File: config.mk
export PLATFORM = sky130hd
export DESIGN_NAME = brew_sequencer_flat
export DESIGN_NICKNAME = d
export VERILOG_FILES = /design/src/rtl/brew_sequencer_if.sv /design/src/rtl/brew_sequencer.sv /design/src/flat_wrapper.sv
export SDC_FILE = /design/constraint.sdc
export NUM_CORES = 1
export LEC_CHECK = 0
export ABC_AREA = 1
export BUFFER_PORTS_ARGS = -buffer_cell sky130_fd_sc_hd__clkbuf_2
export CAP_MARGIN = 0
export CELL_PAD_IN_SITES_DETAIL_PLACEMENT = 1
export CELL_PAD_IN_SITES_GLOBAL_PLACEMENT = 2
export CORE_MARGIN = 3
export CORE_UTILIZATION = 33
export CTS_BUF_LIST = sky130_fd_sc_hd__clkbuf_4
export CTS_CLUSTER_SIZE = 16
export DETAILED_ROUTE_END_ITERATION = 7
export PLACE_DENSITY_LB_ADDON = 0.1
export SLEW_MARGIN = 20
export SYNTH_ARGS = -nofsm -noshare
export SYNTH_HDL_FRONTEND = slang
export SYNTH_SLANG_ARGS = --single-unit
File: constraint.sdc
create_clock -name clk -period 1.9 [get_ports clk]
set_input_delay 0.095 -clock clk [delete_from_list [all_inputs] [get_ports clk]]
set_output_delay 0.095 -clock clk [all_outputs]
set_load 0.1 [all_outputs]
File: src/rtl/brew_sequencer_if.sv
// ============================================================================
// Module   : brew_sequencer_if
// Purpose  : Bundles the brew request inputs and the status/actuator outputs
//            of the brew sequencer into one interface.
// Ports    : master modport - drives start, bb, ha, hc, abort; reads status.
//            slave  modport - reads requests; drives busy, done, fault,
//                             fault_code, state and the four actuator enables.
// Revision : 1.0 - initial release
// ============================================================================
`default_nettype none

interface brew_sequencer_if;
  logic       start;       // brew request
  logic       bb;          // drink size: 0 small, 1 large
  logic       ha;          // water present
  logic       hc;          // coffee present
  logic       abort;       // cancel / clear fault
  logic       busy;
  logic       done;
  logic       fault;
  logic [1:0] fault_code;  // {no coffee, no water}
  logic [2:0] state;
  logic       grind_on;
  logic       heat_on;
  logic       valve_on;
  logic       pump_on;

  modport master (
    output start, bb, ha, hc, abort,
    input  busy, done, fault, fault_code, state,
    input  grind_on, heat_on, valve_on, pump_on
  );

  modport slave (
    input  start, bb, ha, hc, abort,
    output busy, done, fault, fault_code, state,
    output grind_on, heat_on, valve_on, pump_on
  );
endinterface

`default_nettype wire

File: src/rtl/brew_sequencer.sv
// ============================================================================
// Module   : brew_sequencer
// Purpose  : Coffee brew sequencer. Steps GRIND -> HEAT -> (PREINF) -> PUMP ->
//            DRIP -> DONE -> IDLE using a single 8-bit stage down-counter,
//            with ingredient faults and abort.
// Ports    : clk  - rising-edge clock
//            rst  - asynchronous active-low reset
//            bus  - brew_sequencer_if.slave (requests in, status/actuators out)
// Config   : define BREW_PREINFUSE_EN to insert the PREINF stage (valve open,
//            pump off) between HEAT and PUMP.
// Revision : 1.0 - initial release
// ============================================================================
`default_nettype none

module brew_sequencer #(
  parameter int GRIND_CYC  = 20,
  parameter int HEAT_CYC   = 30,
  parameter int PUMP_S_CYC = 40,
  parameter int PUMP_L_CYC = 80,
  parameter int PREINF_CYC = 8,
  parameter int DRIP_CYC   = 10
) (
  input  wire logic         clk,
  input  wire logic         rst,
  brew_sequencer_if.slave   bus
);

`ifdef BREW_PREINFUSE_EN
  localparam bit PREINF_EN = 1'b1;
`else
  localparam bit PREINF_EN = 1'b0;
`endif

  // Counter is loaded with length-1 so a stage lasts exactly its length.
  localparam logic [7:0] GRIND_LOAD  = 8'(GRIND_CYC - 1);
  localparam logic [7:0] HEAT_LOAD   = 8'(HEAT_CYC - 1);
  localparam logic [7:0] PUMP_S_LOAD = 8'(PUMP_S_CYC - 1);
  localparam logic [7:0] PUMP_L_LOAD = 8'(PUMP_L_CYC - 1);
  localparam logic [7:0] PREINF_LOAD = 8'(PREINF_CYC - 1);
  localparam logic [7:0] DRIP_LOAD   = 8'(DRIP_CYC - 1);

  typedef enum logic [2:0] {
    IDLE   = 3'd0,
    GRIND  = 3'd1,
    HEAT   = 3'd2,
    PREINF = 3'd3,
    PUMP   = 3'd4,
    DRIP   = 3'd5,
    DONE   = 3'd6,
    FAULT  = 3'd7
  } state_t;

  state_t     cur_state, next_state;
  logic [7:0] count, next_count;
  logic       size, next_size;
  logic [1:0] code, next_code;
  logic [7:0] pump_load;

  logic busy_reg, done_reg, fault_reg;
  logic grind_reg, heat_reg, valve_reg, pump_reg;

  assign pump_load = size ? PUMP_L_LOAD : PUMP_S_LOAD;

  // Next-state / counter logic. Abort outranks every fault and stage exit;
  // within a stage, an ingredient fault outranks the stage exit.
  always_comb begin
    next_state = cur_state;
    next_count = count;
    next_size  = size;
    next_code  = code;
    if (cur_state != IDLE && bus.abort) begin
      next_state = IDLE;
      next_count = 8'd0;
      next_code  = 2'b00;
    end else begin
      case (cur_state)
        IDLE: begin
          if (bus.start) begin
            if (bus.ha && bus.hc) begin
              next_state = GRIND;
              next_count = GRIND_LOAD;
              next_size  = bus.bb;
            end else begin
              next_state = FAULT;
              next_count = 8'd0;
              next_code  = {~bus.hc, ~bus.ha};
            end
          end
        end
        GRIND: begin
          if (!bus.hc) begin
            next_state = FAULT;
            next_count = 8'd0;
            next_code  = 2'b10;
          end else if (count == 8'd0) begin
            next_state = HEAT;
            next_count = HEAT_LOAD;
          end else begin
            next_count = count - 8'd1;
          end
        end
        HEAT: begin
          if (!bus.ha) begin
            next_state = FAULT;
            next_count = 8'd0;
            next_code  = 2'b01;
          end else if (count == 8'd0) begin
            next_state = PREINF_EN ? PREINF : PUMP;
            next_count = PREINF_EN ? PREINF_LOAD : pump_load;
          end else begin
            next_count = count - 8'd1;
          end
        end
`ifdef BREW_PREINFUSE_EN
        PREINF: begin
          if (!bus.ha) begin
            next_state = FAULT;
            next_count = 8'd0;
            next_code  = 2'b01;
          end else if (count == 8'd0) begin
            next_state = PUMP;
            next_count = pump_load;
          end else begin
            next_count = count - 8'd1;
          end
        end
`endif
        PUMP: begin
          if (!bus.ha) begin
            next_state = FAULT;
            next_count = 8'd0;
            next_code  = 2'b01;
          end else if (count == 8'd0) begin
            next_state = DRIP;
            next_count = DRIP_LOAD;
          end else begin
            next_count = count - 8'd1;
          end
        end
        DRIP: begin
          if (count == 8'd0) begin
            next_state = DONE;
            next_count = 8'd0;
          end else begin
            next_count = count - 8'd1;
          end
        end
        DONE: begin
          next_state = IDLE;
        end
        FAULT: begin
          // Held until abort; start is ignored here.
        end
        default: begin
          // Unreachable encodings recover to IDLE.
          next_state = IDLE;
          next_count = 8'd0;
          next_code  = 2'b00;
        end
      endcase
    end
  end

  // State register plus outputs registered from the next state, so every
  // output is a clean Moore decode of the state register.
  always_ff @(posedge clk or negedge rst) begin
    if (!rst) begin
      cur_state <= IDLE;
      count     <= 8'd0;
      size      <= 1'b0;
      code      <= 2'b00;
      busy_reg  <= 1'b0;
      done_reg  <= 1'b0;
      fault_reg <= 1'b0;
      grind_reg <= 1'b0;
      heat_reg  <= 1'b0;
      valve_reg <= 1'b0;
      pump_reg  <= 1'b0;
    end else begin
      cur_state <= next_state;
      count     <= next_count;
      size      <= next_size;
      code      <= next_code;
      busy_reg  <= (next_state == GRIND) || (next_state == HEAT) ||
                   (PREINF_EN && next_state == PREINF) ||
                   (next_state == PUMP) || (next_state == DRIP);
      done_reg  <= (next_state == DONE);
      fault_reg <= (next_state == FAULT);
      grind_reg <= (next_state == GRIND);
      heat_reg  <= (next_state == HEAT) || (next_state == PUMP) ||
                   (PREINF_EN && next_state == PREINF);
      valve_reg <= (next_state == PUMP) ||
                   (PREINF_EN && next_state == PREINF);
      pump_reg  <= (next_state == PUMP);
    end
  end

  assign bus.state      = cur_state;
  assign bus.fault_code = code;
  assign bus.busy       = busy_reg;
  assign bus.done       = done_reg;
  assign bus.fault      = fault_reg;
  assign bus.grind_on   = grind_reg;
  assign bus.heat_on    = heat_reg;
  assign bus.valve_on   = valve_reg;
  assign bus.pump_on    = pump_reg;

endmodule

`default_nettype wire

File: src/flat_wrapper.sv
// flat-port wrapper written by rule: the top's interface ports become plain ports
module brew_sequencer_flat 
#(
  parameter int GRIND_CYC  = 20,
  parameter int HEAT_CYC   = 30,
  parameter int PUMP_S_CYC = 40,
  parameter int PUMP_L_CYC = 80,
  parameter int PREINF_CYC = 8,
  parameter int DRIP_CYC   = 10
)
  (clk, rst, bus_start, bus_bb, bus_ha, bus_hc, bus_abort, bus_busy, bus_done, bus_fault, bus_fault_code, bus_state, bus_grind_on, bus_heat_on, bus_valve_on, bus_pump_on);
  brew_sequencer_if bus_i ();
  input  wire logic clk;
  input  wire logic rst;
  input wire logic [$bits(bus_i.start)-1:0] bus_start;
  input wire logic [$bits(bus_i.bb)-1:0] bus_bb;
  input wire logic [$bits(bus_i.ha)-1:0] bus_ha;
  input wire logic [$bits(bus_i.hc)-1:0] bus_hc;
  input wire logic [$bits(bus_i.abort)-1:0] bus_abort;
  output wire logic [$bits(bus_i.busy)-1:0] bus_busy;
  output wire logic [$bits(bus_i.done)-1:0] bus_done;
  output wire logic [$bits(bus_i.fault)-1:0] bus_fault;
  output wire logic [$bits(bus_i.fault_code)-1:0] bus_fault_code;
  output wire logic [$bits(bus_i.state)-1:0] bus_state;
  output wire logic [$bits(bus_i.grind_on)-1:0] bus_grind_on;
  output wire logic [$bits(bus_i.heat_on)-1:0] bus_heat_on;
  output wire logic [$bits(bus_i.valve_on)-1:0] bus_valve_on;
  output wire logic [$bits(bus_i.pump_on)-1:0] bus_pump_on;
  assign bus_i.start = bus_start;
  assign bus_i.bb = bus_bb;
  assign bus_i.ha = bus_ha;
  assign bus_i.hc = bus_hc;
  assign bus_i.abort = bus_abort;
  assign bus_busy = bus_i.busy;
  assign bus_done = bus_i.done;
  assign bus_fault = bus_i.fault;
  assign bus_fault_code = bus_i.fault_code;
  assign bus_state = bus_i.state;
  assign bus_grind_on = bus_i.grind_on;
  assign bus_heat_on = bus_i.heat_on;
  assign bus_valve_on = bus_i.valve_on;
  assign bus_pump_on = bus_i.pump_on;
  brew_sequencer #(.GRIND_CYC(GRIND_CYC), .HEAT_CYC(HEAT_CYC), .PUMP_S_CYC(PUMP_S_CYC), .PUMP_L_CYC(PUMP_L_CYC), .PREINF_CYC(PREINF_CYC), .DRIP_CYC(DRIP_CYC)) u_core (.clk(clk), .rst(rst), .bus(bus_i));
endmodule
==> metrics, run 1 <==
worst reg-to-reg setup slack 150 ps; CP endpoint u_core.count[7]; simple-gate share of the synthesized area 37.57%; top-area cell type share of the netlist area 37.66%; vias in the first global route 1305; Routed Antenna Nets 0; IO buf count 18; clock buffer depth 2; Sink Count 20; Distinct cells, synth 31; mapped cell area 0.001329 mm^2; Final nets 221; CP Max Fanout 9; Inserted Clock Buffers 3; final worst path period share 92.14%; share of flip-flops with an asynchronous set or reset 100.0%; num ports 19; first-pass GRT wire length 6410 um; Buf+Inv Stages, Crit Path 3; Mapped Nets 195; total of max-cap violations 0; area leader, netlist dfrtp_1; initial antenna violation count 0; die width 69.46 um; Worst setup startpoint u_core.bus.state[1]; number of synthesized flops with an enable pin 0; Primary FF master, synth dfrtp_1; Sum Neg Setup Slack 0 ps; crit-path max cell delay 510 ps; Reg clk slew, reported paths 130 ps; Slew headroom 63.92%; Row Count 22; GRT overflow 0; DRT iter0 DRCs 34; Tmin final 1751 ps; Largest register FFs 8; WL/cell 14.25 um; most frequent cells after synthesis nand2_1, dfrtp_1, nand3_1, inv_1, nor2_1; Placer Congestion 0.8831; root buffer cell clkbuf_4; Pre-Repair DR Iteration Count 4; YS warnings 0; Initial Util 35.24%; outcome finished clean; H-tree Lvls 1; compound-gate portion of the synthesized area 12.43%; core area 0.003771 mm^2; layout cell share with drive strength beyond 1 22.75%; mux cell area share after synthesis 0%; largest family of logic cells by synthesized area simple AND/OR/NAND/NOR gates; reg2reg end u_core.count[7]; syn avg cell area 7.144 um^2; clock latency on the worst-skew pair 320 ps; Yosys reg bits 20; worst min path class primary input to flip-flop; height of the die 69.46 um; largest net degree at the start of global routing 21; Cells after Synth 186; WS Path Type flip-flop to flip-flop; worst path cell trace clkinv_2 -> nand2_2 -> nor2_4 -> inv_2 -> nand2_4 -> inv_4 -> nor3_4 -> nand2_2 -> nor2_1 -> nand2_1 -> nand2_1; cell with the most instances after synthesis nand2_1; fill count 490; Worst Max-Slew Pin Slew 543.4 ps; CP Depth 11; most flop-heavy register u_core.count; Final Skew 16.61 ps; ant diodes 0; max frequency 571.2 MHz; crit path DAT 2020 ps; top post-synthesis cells by area dfrtp_1, nand2_1, nand3_1; CP top delay family simple AND/OR/NAND/NOR gates; die area 0.004824 mm^2; XOR/XNOR share of the synthesized area 1.977%; TritonCTS clock tree yes; Slowest-stage cell, CP dfrtp_2; unrepaired setup endpoints after global routing false; residual DRC count 0; reg2reg path depth 11; count of final setup violators 0; CP Launch Type flip-flop; post-DP HPWL 2972 um; number of vias per cell 5.073; gr usage total 16.40%; area delta synth->final 15.91%; via count 1314; Critical R2R Launch u_core.bus.state[1]; Total Routed Length 3691 um; endpoint class of the critical path flip-flop; post-synthesis adder-cell area fraction 1.883%; Pins Over Slew Limit 0; final hold vios 0; register area share after synthesis 37.66%; Critical Path RT 2170 ps
[how the worst min path moves through the flow]
stage	from	to	slack, ps	cells after the start
final	bus_abort	u_core.bus.state[0]	160	4
after global routing	bus_hc	u_core.bus.fault_code[1]	170	4
after global placement	rst	u_core.count[1]	90	1
after floorplan	rst	u_core.bus.busy	-200	0
after CTS	bus_hc	u_core.bus.fault_code[1]	140	4
after detailed placement	rst	u_core.count[6]	100	1
[cells by family (layout without fill, tap and decap cells)]
logic type / count (synthesis) / in the layout
buf+inv: 25 / 50
simple gates: 108 / 108
flops: 20 / 20
xor+xnor: 3 / 3
fa+ha+maj: 2 / 2
compound gates: 28 / 28
[cell type report]
cell class	instances	area (um^2)	area share (%)
clock buffers	3	22.52	1.462
well taps	48	60.06	3.899
flip-flops and latches	20	504.2	32.74
inverters	22	88.84	5.768
multi-input cells	141	720.7	46.79
repair buffers	24	140.1	9.098
clock inverters	1	3.754	0.2437
[placed cells by master (no fill, tap or decap), types with 2 or more instances in the layout]
cell,count
nand2_1,55
nand3_1,20
clkbuf_2,18
inv_1,17
dfrtp_1,17
nor2_1,15
o21ai_0,10
nand4_1,5
a21oi_1,5
nor2_2,4
o21ai_1,4
buf_4,4
nand2_2,3
nor2_4,3
clkbuf_4,3
dfrtp_2,3
inv_4,2
inv_2,2
a21oi_2,2
o22ai_1,2
xor2_1,2
ha_1,2
dlygate4sd3_1,2
[layer usage]
layer | global-route usage (%) | part of all wire (%) | vias up
met5 | 0 | 0 | -
met4 | 4.555 | 1.0 | 0
met3 | 2.174 | 3.7 | 4
met2 | 24.79 | 44 | 24
met1 | 24.33 | 51 | 627
li1 | - | - | 659
[tightest hold or removal path, cell delays in order]
cell	delay, ps
clkbuf_2	140
nand2_4	90
nand2_1	80
inv_1	40
[what timing repair did]
item                                    CTS  global route
gates resized for setup                   0             1
endpoints found under the setup margin    0             6
setup buffers                             0             1
endpoints found under the hold margin    21             0
hold buffers                              2             0
[per-stage QoR]
stage          cell area [um^2]  utilization (%)  cells  hold slack (ps)  setup WS, ps
2_1_floorplan              1333                -    186           -200.6         92.95
3_3_place_gp               1481            39.28    252            87.10         137.3
3_5_place_dp               1481            39.28    252            102.7         91.88
4_1_cts                    1528            40.51    258            143.3         62.01
5_1_grt                    1540            40.84    259            167.6         8.918
6_report                   1540            40.84    259            156.3         149.4
Power of run 1 is not shown: default switching activity piles up to over one toggle a cycle in this logic, so the estimate is an artifact.
==> inputs of run 2 (changes only) <==
--- a/config.mk
+++ b/config.mk
@@ -10,7 +10,6 @@
 export CAP_MARGIN = 0
 export CELL_PAD_IN_SITES_DETAIL_PLACEMENT = 1
 export CELL_PAD_IN_SITES_GLOBAL_PLACEMENT = 2
-export CORE_MARGIN = 3
 export CORE_UTILIZATION = 33
 export CTS_BUF_LIST = sky130_fd_sc_hd__clkbuf_4
 export CTS_CLUSTER_SIZE = 16
==> metrics, run 2 (synthesized netlist as in run 1, its figures left out) <==
area delta synth->final 21.28% (was 15.91%); Row Count 22 (unchanged); number of vias per cell 5.008 (was 5.073); Pins Over Slew Limit 0 (unchanged); endpoint class of the critical path flip-flop (unchanged); Pre-Repair DR Iteration Count 4 (unchanged); Critical Path RT 2150 ps (was 2170 ps); die area 0.004284 mm^2 (was 0.004824 mm^2); Slew headroom 64.16% (was 63.92%); clock latency on the worst-skew pair 310 ps (was 320 ps); Worst Max-Slew Pin Slew 537.6 ps (was 543.4 ps); layout cell share with drive strength beyond 1 25.35% (was 22.75%); fill count 488 (was 490); total of max-cap violations 0 (unchanged); crit path DAT 2020 ps (about the same); Routed Antenna Nets 0 (unchanged); GRT overflow 0 (unchanged); count of final setup violators 0 (unchanged); CP Max Fanout 8 (was 9); most flop-heavy register u_core.count (unchanged); core area 0.003771 mm^2 (unchanged); via count 1327 (was 1314); Placer Congestion 0.8422 (was 0.8831); Sink Count 20 (unchanged); H-tree Lvls 1 (unchanged); post-DP HPWL 2855 um (was 2972 um); die width 65.46 um (was 69.46 um); root buffer cell clkbuf_4 (unchanged); outcome finished clean (unchanged); clock buffer depth 2 (unchanged); num ports 19 (unchanged); gr usage total 20.07% (was 16.40%); Final Skew 3.580 ps (was 16.61 ps); Largest register FFs 8 (unchanged); initial antenna violation count 0 (unchanged); Total Routed Length 3767 um (was 3691 um); DRT iter0 DRCs 44 (was 34); max frequency 564.2 MHz (was 571.2 MHz); TritonCTS clock tree yes (unchanged); WL/cell 14.22 um (was 14.25 um); fin util 42.73% (was 40.84%); Tmin final 1773 ps (was 1751 ps); ant diodes 0 (unchanged); Reg clk slew, reported paths 130 ps (about the same); vias in the first global route 1369 (was 1305); IO buf count 18 (unchanged); largest net degree at the start of global routing 21 (unchanged); height of the die 65.46 um (was 69.46 um); CP Launch Type flip-flop (unchanged); Final nets 227 (was 221); most common cell after layout, fill and taps aside nand2_1 (unchanged); worst min path class primary input to flip-flop (unchanged); WS Path Type flip-flop to flip-flop (unchanged); Inserted Clock Buffers 3 (unchanged); final worst path period share 93.29% (was 92.14%); commonest non-fill, non-tap cells in the layout nand2_1, nand3_1, clkbuf_2 (unchanged); Initial Util 35.24% (unchanged); final hold vios 0 (unchanged); residual DRC count 0 (unchanged); first-pass GRT wire length 6430 um (was 6410 um)
-- run 2: cell types whose count changed in the layout (fill, tap and decap cells not counted), sizes merged --
cell,delta
buf,+6
clkinv,-1
bufinv,+1
-- run 2: stage by stage --
stage | cell area [um^2] | setup WS, ps | setup TNS [ps] | cells | hold WS [ps]
3_5_place_dp | 1481 | 75.72 | 0 | 252 | 102.0
4_1_cts | 1554 | 60.66 | 0 | 258 | 141.6
6_report | 1612 | 127.4 | 0 | 265 | 137.1
2_1_floorplan | 1333 | 92.95 | 0 | 186 | -200.6
5_1_grt | 1612 | -66.95 | -94.69 | 265 | 159.5
3_3_place_gp | 1481 | 136.8 | 0 | 252 | 88.24
-- run 2: path summary, 6_finish.rpt --
| kind | from | endpoint | slack (ps) | cells after the start |
|---|---|---|---|---|
| worst min register to register | u_core.bus.fault_code[0] | u_core.bus.fault_code[0] | 520 | 2 |
| max in group asynchronous | rst | u_core.bus.state[0] | 1230 | 2 |
| worst min-delay path | bus_abort | u_core.bus.state[0] | 140 | 4 |
| min in group asynchronous | rst | u_core.count[1] | 280 | 2 |
| worst max register to register | u_core.bus.state[1] | u_core.count[1] | 130 | 9 |
| worst max-delay path | u_core.bus.state[1] | u_core.count[1] | 130 | 9 |
-- run 2: cell type report --
class	count	area, um^2	share of cell area [%]
tap	48	60.06	3.727
clock buffer	3	22.52	1.398
timing repair buffer	30	185.2	11.49
sequential	20	504.2	31.29
multi-input combinational	141	720.7	44.72
clock inverter	1	30.03	1.863
inverter	22	88.84	5.512
-- run 2: timing repair --
action,CTS,global route
buffers inserted,0,7
hold endpoints to repair,21,0
resized for setup,0,1
setup endpoints to repair,0,10
hold buffers,2,0
-- run 2: worst max-delay path: stages (launching register included) --
cell and delay [ps]:
dfrtp_2 520, nor2_2 210, nand2_1 130, o21ai_0 220, nor2_1 90, a21oi_1 250, nand2_1 90, nand2_1 70
nand2_1 50, o21ai_1 70
-- run 2: metal layers --
layer	track usage (%)	part of all wire, %	up-vias
met5	0	0	-
met4	6.250	1.3	0
met3	3.125	2.4	7
met2	30.54	44	22
met1	28.88	52	624
li1	-	-	674
Power of run 2 is left out for the same reason.
==> inputs of run 3 (changes only) <==
==> constraint.sdc (replaced) <==
create_clock -name clk -period 2 [get_ports clk]
set_input_delay 0.1 -clock clk [delete_from_list [all_inputs] [get_ports clk]]
set_output_delay 0.1 -clock clk [all_outputs]
set_load 0.1 [all_outputs]
==> metrics, run 3 (synthesized netlist as in run 1, its figures left out) <==
outcome finished clean (unchanged); crit-path max cell delay 520 ps (about the same); unrepaired setup endpoints after global routing false; WL/cell 14.19 um (was 14.22 um); Final Skew 0.6738 ps (was 3.580 ps); vias in the first global route 1366 (was 1369); root buffer cell clkbuf_4 (unchanged); Hold Crit Start bus_abort (unchanged); H-tree Lvls 1 (unchanged); Reg clk slew, reported paths 120 ps (was 130 ps); reg2reg path depth 11 (was 9); DRT iter0 DRCs 42 (was 44); Slowest-stage cell, CP dfrtp_2 (unchanged); die area 0.004284 mm^2 (unchanged); Final nets 219 (was 227); Worst Max-Slew Pin Slew 541.9 ps (was 537.6 ps); crit path DAT 2030 ps (was 2020 ps); most common cell after layout, fill and taps aside nand2_1 (unchanged); Sink Count 20 (unchanged); Inserted Clock Buffers 3 (unchanged); die width 65.46 um (unchanged); area delta synth->final 14.78% (was 21.28%); IO buf count 18 (unchanged); count of final setup violators 0 (unchanged); height of the die 65.46 um (unchanged); clock latency on the worst-skew pair 310 ps (about the same); TritonCTS clock tree yes (unchanged); commonest non-fill, non-tap cells in the layout nand2_1, nand3_1, clkbuf_2 (unchanged); initial antenna violation count 0 (unchanged); Total Routed Length 3646 um (was 3767 um); clock buffer depth 2 (unchanged); GRT overflow 0 (unchanged); final worst path period share 88.82% (was 93.29%); layout cell share with drive strength beyond 1 22.01% (was 25.35%); endpoint class of the critical path flip-flop (unchanged); Sum Neg Setup Slack 0 ps (unchanged); largest net degree at the start of global routing 21 (unchanged); first-pass GRT wire length 6472 um (was 6430 um); most flop-heavy register u_core.count (unchanged); core area 0.003771 mm^2 (unchanged); Post-CTS Setup Inserts 0 (unchanged); Routed Antenna Nets 0 (unchanged); residual DRC count 0 (unchanged); post-DP HPWL 2906 um (was 2855 um); Tmin final 1776 ps (was 1773 ps); via count 1288 (was 1327); Hold Crit Endpoint u_core.bus.state[0] (unchanged); reg2reg end u_core.count[7] (was u_core.count[1]); Pre-Repair DR Iteration Count 4 (unchanged); Critical Path RT 2260 ps (was 2150 ps); worst path cell trace clkinv_2 -> nand2_2 -> nor2_4 -> inv_2 -> nand2_4 -> inv_4 -> nor3_4 -> nand2_2 -> nor2_1 -> nand2_1 -> nand2_1 (was nor2_2 -> nand2_1 -> o21ai_0 -> nor2_1 -> a21oi_1 -> nand2_1 -> nand2_1 -> nand2_1 -> o21ai_1); num ports 19 (unchanged); total of max-cap violations 0 (unchanged); WHS Path Cells 4 (unchanged); worst min path class primary input to flip-flop (unchanged); final hold vios 0 (unchanged); WS Path Type flip-flop to flip-flop (unchanged); Largest register FFs 8 (unchanged); max frequency 562.9 MHz (was 564.2 MHz); Initial Util 35.24% (unchanged); Critical R2R Launch u_core.bus.state[1] (unchanged); Placer Congestion 0.8389 (was 0.8422); gr usage total 20.15% (was 20.07%); worst reg-to-reg setup slack 220 ps (was 130 ps); Slew headroom 64.03% (was 64.16%); Pins Over Slew Limit 0 (unchanged); fill count 485 (was 488); CP Max Fanout 9 (was 8); Row Count 22 (unchanged); ant diodes 0 (unchanged); number of vias per cell 5.012 (was 5.008); CP Launch Type flip-flop (unchanged)
[run 3: cell count changes in the layout (fill, tap and decap cells not counted)]
cell       change
buf_4          -8
bufinv_16      -1
clkinv_1       +1
[run 3: cell type report]
class                           count  area [um^2]  area share (%)
Clock buffer                        3        22.52           1.477
Clock inverter                      1        3.754          0.2461
Inverter                           22        88.84           5.824
Multi-Input combinational cell    141        720.7           47.25
Sequential cell                    20        504.2           33.06
Tap cell                           48        60.06           3.938
Timing Repair Buffer               22        125.1           8.203
[run 3: how the worst max path moves through the flow]
stage | startpoint | to | depth (start not counted)
after detailed placement | u_core.count[0] | u_core.bus.heat_on | 11
final | u_core.bus.state[1] | u_core.count[7] | 11
after global routing | u_core.count[0] | u_core.count[0] | 11
after floorplan | u_core.bus.state[1] | u_core.count[7] | 11
after CTS | u_core.count[0] | u_core.bus.grind_on | 10
after global placement | u_core.count[0] | u_core.bus.busy | 11
[run 3: through the flow]
step                setup WS [ps]  utilization (%)  hold WS, ps  instance area, um^2  instances
CTS                         136.4            40.31        147.0                 1520        257
floorplan                   192.9                -       -195.6                 1333        186
global route                24.18            40.44        181.7                 1525        257
finish                      223.5            40.44        150.7                 1525        257
global placement            225.0            39.08        92.75                 1474        251
detailed placement          170.2            39.08        105.6                 1474        251
[run 3: what timing repair did]
action / CTS / global route
hold endpoints to repair: 21 / 0
resized for setup: 0 / 1
endpoints found under the setup margin: 0 / 5
hold buffers: 2 / 0
[run 3: layer usage]
metal,vias to the layer above,global-route usage [%],routed length (um)
met3,5,2.604,96
li1,655,-,-
met2,21,31.44,1589
met1,607,28.83,1916
met5,-,0,0
met4,0,5.707,43
[run 3: critical path: cells and delay by family, from the launching register on]
| kind | cells | cell delay [ps] |
|---|---|---|
| buffers and inverters | 3 | 240 |
| DFF | 1 | 520 |
| and+or+nand+nor | 8 | 950 |
Power of run 3 is left out for the same reason.
